[config.mk]
export PLATFORM = sky130hd
export DESIGN_NAME = spc700_sequencer
export DESIGN_NICKNAME = d
export VERILOG_FILES = /design/src/rtl/spc700_sequencer_pkg.sv /design/src/rtl/spc700_sequencer.sv
export SDC_FILE = /design/constraint.sdc
export NUM_CORES = 1
export LEC_CHECK = 0
export ABC_AREA = 1
export CORE_AREA = 10 10 65 67
export CTS_CLUSTER_DIAMETER = 60
export DETAILED_ROUTE_END_ITERATION = 16
export DIE_AREA = 0 0 75 77
export PLACE_DENSITY = 0.83
export SLEW_MARGIN = 20
export SYNTH_ARGS = -nofsm -noshare
export SYNTH_HDL_FRONTEND = slang
export SYNTH_SLANG_ARGS = --single-unit
[constraint.sdc]
create_clock -name CLK -period 1.15 [get_ports CLK]
set_input_delay 0.115 -clock CLK [delete_from_list [all_inputs] [get_ports CLK]]
set_output_delay 0.115 -clock CLK [all_outputs]
set_load 0.05 [all_outputs]
[src/rtl/spc700_sequencer_pkg.sv]
// rtl/spc700_sequencer_pkg.sv - shared constants for the SPC700 instruction sequencer
//
// stateCtrl encodings carried in the microword, plus the opcodes the sequencer
// treats specially (MUL/DIV extension, SLEEP/STOP halt).
package spc700_sequencer_pkg;

    localparam logic [1:0] SC_STEP   = 2'b00;
    localparam logic [1:0] SC_END    = 2'b01;
    localparam logic [1:0] SC_BRCOND = 2'b10;
    localparam logic [1:0] SC_EXTEND = 2'b11;

    localparam logic [7:0] OP_NOP   = 8'h00;
    localparam logic [7:0] OP_MUL   = 8'hCF;
    localparam logic [7:0] OP_DIV   = 8'h9E;
    localparam logic [7:0] OP_SLEEP = 8'hEF;
    localparam logic [7:0] OP_STOP  = 8'hFF;

    function automatic logic is_halt_op(input logic [7:0] op);
        return (op == OP_SLEEP) || (op == OP_STOP);
    endfunction

endpackage

[src/rtl/spc700_sequencer.sv]
// rtl/spc700_sequencer.sv - SPC700 instruction sequencer producing {IR,STATE} for the microcode ROM
//
// Ports:
//   CLK, RST_N    core clock, synchronous active-low reset
//   EN            clock enable; registers hold when low
//   DI            data bus, latched into IR when an instruction ends
//   STATE_CTRL    stateCtrl field of the current microword
//   BRANCH_TAKEN  condition result used by BRCOND
//   IR, STATE     microcode ROM address; STATE[3] marks MUL/DIV extended cycles
//   LAST_CYCLE    combinational: this enabled cycle ends the instruction
//   ITER          extended-iteration down-counter
//   MULDIV_BUSY   STATE[3]
//   HALTED        SLEEP/STOP executed; only reset releases it
module spc700_sequencer
    import spc700_sequencer_pkg::*;
#(
    parameter int MUL_ITERS = 7,
    parameter int DIV_ITERS = 10
) (
    input  logic       CLK,
    input  logic       RST_N,
    input  logic       EN,
    input  logic [7:0] DI,
    input  logic [1:0] STATE_CTRL,
    input  logic       BRANCH_TAKEN,
    output logic [7:0] IR,
    output logic [3:0] STATE,
    output logic       LAST_CYCLE,
    output logic [3:0] ITER,
    output logic       MULDIV_BUSY,
    output logic       HALTED
);

    localparam logic [3:0] MUL_LOAD = 4'(MUL_ITERS - 1);
    localparam logic [3:0] DIV_LOAD = 4'(DIV_ITERS - 1);

    logic [7:0] ir_q, ir_d;
    logic [3:0] state_q, state_d;
    logic [3:0] iter_q, iter_d;
    logic [2:0] s_q, s_d;          // normal step at which EXTEND was issued
    logic       halted_q, halted_d;
    logic       ends_instr;
    logic       do_step;
    logic       upd;

    assign upd = EN & ~halted_q;

    always_ff @(posedge CLK) begin
        if (!RST_N) begin
            ir_q     <= OP_NOP;
            state_q  <= 4'd0;
            iter_q   <= 4'd0;
            s_q      <= 3'd0;
            halted_q <= 1'b0;
        end else if (upd) begin
            ir_q     <= ir_d;
            state_q  <= state_d;
            iter_q   <= iter_d;
            s_q      <= s_d;
            halted_q <= halted_d;
        end
    end

    always_comb begin
        ir_d       = ir_q;
        state_d    = state_q;
        iter_d     = iter_q;
        s_d        = s_q;
        halted_d   = halted_q;
        ends_instr = 1'b0;
        do_step    = 1'b0;

        if (state_q[3]) begin
            // Extended mode ignores STATE_CTRL; the final extended cycle is
            // flagged with STATE=9 so the microcode can finish the result.
            if (iter_q != 4'd0) begin
                iter_d  = iter_q - 4'd1;
                state_d = {2'b10, (iter_q == 4'd1) ? 2'b01 : 2'b00};
            end else begin
                state_d = {1'b0, s_q + 3'd1};
            end
        end else begin
            case (STATE_CTRL)
                SC_STEP:   do_step = 1'b1;
                SC_END:    ends_instr = 1'b1;
                SC_BRCOND: begin
                    if (BRANCH_TAKEN) do_step = 1'b1;
                    else              ends_instr = 1'b1;
                end
                default: begin
                    if (ir_q == OP_MUL || ir_q == OP_DIV) begin
                        s_d     = state_q[2:0];
                        iter_d  = (ir_q == OP_MUL) ? MUL_LOAD : DIV_LOAD;
                        state_d = 4'b1000;
                    end else begin
                        // Stray EXTEND on an ordinary opcode just advances.
                        do_step = 1'b1;
                    end
                end
            endcase

            if (do_step) begin
                state_d = {1'b0, state_q[2:0] + 3'd1};
            end

            if (ends_instr) begin
                if (is_halt_op(ir_q)) begin
                    halted_d = 1'b1;
                end else begin
                    ir_d    = DI;
                    state_d = 4'd0;
                end
            end
        end
    end

    assign IR          = ir_q;
    assign STATE       = state_q;
    assign ITER        = iter_q;
    assign HALTED      = halted_q;
    assign MULDIV_BUSY = state_q[3];
    assign LAST_CYCLE  = upd & ~state_q[3] & ends_instr;

endmodule

==> results.sh <==
export IMPL_routedWlPerCell_um=21.60
export IMPL_synth_seq_area_share=0.3245
export IMPL_fin_area_mm2=0.002584
export IMPL_rows=20
export IMPL_skew_ns=0.0008460
export IMPL_timing_final_crit_share=1.255
export IMPL_crit_type="reg -> reg"
export IMPL_grt_pass1_wl_mm=8.459
export IMPL_regArea_um2=456.7
export IMPL_period_minus_slack_ns=1.444
export IMPL_via_count=1628
export IMPL_cts_buffers=3
export IMPL_fin_util=0.8676
export IMPL_crit_start="IR[4]"
export IMPL_synth_area_mm2=0.001234
export IMPL_layout_setup_ws_ns=-0.2937
export IMPL_slew_violations=0
export IMPL_fmax_ghz=0.6927
export IMPL_multi_input_area_mm2=0.001011
export IMPL_ir_drop_mv=0.6283
export IMPL_start_util=0.4143
export IMPL_drive_gt1_frac=0.6815
export IMPL_pin_count=33
export IMPL_p_leak_nw=1.104
export IMPL_ant_nets=0
export IMPL_clkPwrFrac=0.319
export IMPL_crit_path_end_kind="flop"
export IMPL_dieArea_mm2=0.005775
export IMPL_clk_pin_slew_ns=0.13
export IMPL_core_area_mm2=0.002978
export IMPL_final_common_cell="buf_4"
export IMPL_htreeDepth=1
export IMPL_clock_latency_ns=0.32
export IMPL_viasPerCell=5.794
export IMPL_hp_class="in -> reg"
export IMPL_antenna_found_initial=0
export IMPL_grt_total_usage=0.1852
export IMPL_worstPathMaxFanout=3
export IMPL_synth_top_area_share=0.3245
export IMPL_grt_pass1_vias=1674
export IMPL_dp_hpwl_mm=2.936
export IMPL_yosys_area_top_type="dfxtp_1"
export IMPL_area_delta_synth_final_pct=109.4
export IMPL_netlist_instances=172
export IMPL_synth_fp_nets=194
export IMPL_overflow=0
export IMPL_reg2reg_from="IR[4]"
export IMPL_fin_nets=271
export IMPL_rsz0062_at_grt="yes"
export IMPL_hold_viol=0
export IMPL_wl_mm=6.069
export IMPL_die_w_um=75
export IMPL_power_density_mw_per_mm2=737.3
export IMPL_tightest_slew_ns=0.4229
export IMPL_grt_start_max_net_pins=13
export IMPL_violations="setup timing"
export IMPL_ys_ff_latch=20
export IMPL_cp_arrival_ns=1.70
export IMPL_syn_avg_cell_area_um2=7.173
export IMPL_ys_types=26
export IMPL_switching_power_mw=0.5969
export IMPL_fillerInstances=121
export IMPL_swShare=0.3133
export IMPL_worstHoldStart="DI[5]"
export IMPL_pwr_share_seq=0.386
export IMPL_dieHeight_um=77
export IMPL_critPathLaunchType="flop"
export IMPL_intPower_mw=1.308
export IMPL_setup_viol=23
export IMPL_n_antenna_cell=0
export IMPL_final_cell_mix="30 x buf_4, 21 x buf_12, 15 x nand2_2"
export IMPL_hold_buffers=0
export IMPL_dr_pass1_iters=4
export IMPL_slew_headroom=0.7178
export IMPL_crit_required_ns=1.40
export IMPL_dp_cells=264
export IMPL_cap_violations=0
export IMPL_yosysWarningCount=0
export IMPL_hold_worst_slack_ns=0.3657
export IMPL_cts_root_buf="clkbuf_4"
export IMPL_drt_iter0_drc=137
export IMPL_portBuffers=32
export IMPL_drc=0
export IMPL_status="complete, but fails checks"
export IMPL_pre_cts_slack_ns=-0.6302
export IMPL_layout_cells_non_filler=281
export IMPL_reg2reg_slack_ns=-0.29
export IMPL_placed_cell_area_mm2=0.002100
export IMPL_cts_tree="yes"
export IMPL_pwr_share_comb=0.295
export IMPL_cts_sinks=20
export IMPL_routabilityCongestion=0.8123
export IMPL_synthTopCellsByArea="dfxtp_1 32%, ha_1 8.1%, nand2_1 7.9%"
export IMPL_cts_buffer_depth=2
## synth_stat cells (all sizes together)
master / n
nand2: 32
inv: 27
nor2: 25
dfxtp: 20
a21oi: 18
o21ai: 18
nand3: 10
ha: 8
buf: 4
nand4: 3
a31oi: 2
a32oi: 1
clkbuf: 1
o31ai: 1
xnor2: 1
xor2: 1
## state kept, by name (all words and copies together), names as in the netlist
register  cells
IR            8
ITER          4
HALTED        1
STATE         4
s_q           3
## layer usage
| metal | track usage | part of all wire | up-vias |
|---|---|---|---|
| met2 | 0.3133 | 0.50 | 97 |
| met3 | 0.03089 | 0.075 | 42 |
| li1 | - | - | 713 |
| met1 | 0.2080 | 0.35 | 776 |
| met5 | 0 | 0 | - |
| met4 | 0.1061 | 0.071 | 0 |
## worst paths after layout
kind / cells past startpoint / endpoint
worst min register to register: 2 / s_q[2]
worst max register to register: 9 / ITER[0]
worst min-delay path: 3 / IR[5]
worst max-delay path: 9 / ITER[0]
## final cells by class
type / count / area share
Tap cell: 33 / 0.01598
Clock buffer: 3 / 0.008717
Clock inverter: 1 / 0.01162
Inverter: 27 / 0.04600
Sequential cell: 20 / 0.1768
Timing Repair Buffer: 76 / 0.3496
Multi-Input combinational cell: 121 / 0.3913
## kinds of logic (layout without fill, tap and decap cells)
family / count (synthesis) / after routing / synth area share
and+or+nand+nor: 70 / 71 / 0.2718
buffers and inverters: 32 / 107 / 0.1207
AOI/OAI and AO/OA: 40 / 40 / 0.1876
adders and majority gates: 8 / 8 / 0.08114
xor gates and xnor gates: 2 / 2 / 0.01420
DFF: 20 / 20 / 0.3245
## power by group through the flow
| stage | sequential, mW | clock (mW) | combinational, mW |
|---|---|---|---|
| finish | 0.735 | 0.607 | 0.563 |
| detailed placement | 0.740 | 0 | 0.435 |
| global route | 0.737 | 0.636 | 0.589 |
| CTS | 0.728 | 0.589 | 0.477 |
| global placement | 0.739 | 0 | 0.424 |
| floorplan | 0.810 | 0 | 0.128 |
## through the flow
| step | setup TNS [ns] | power, mW |
|---|---|---|
| floorplan | -3.869 | 0.9379 |
| global placement | -9.901 | 1.162 |
| detailed placement | -10.97 | 1.175 |
| CTS | -2.277 | 1.794 |
| global route | -5.566 | 1.962 |
| finish | -4.416 | 1.905 |
## worst max-delay path, stage by stage, from the launching register on
cell and delay, ns:
dfxtp_4 0.39, inv_2 0.05, nand2_2 0.08, nor2_4 0.04, nand2_2 0.10, buf_6 0.12
nor2_4 0.04, a21oi_1 0.28, nand2_2 0.13, a21oi_2 0.14
## timing repair
item | CTS | global route
cloned | 0 | 1
gates resized for setup | 55 | 45
pin swaps | 23 | 20
setup endpoints to repair | 23 | 23
buffers inserted | 7 | 5
Power figures use the tool's default switching activity.
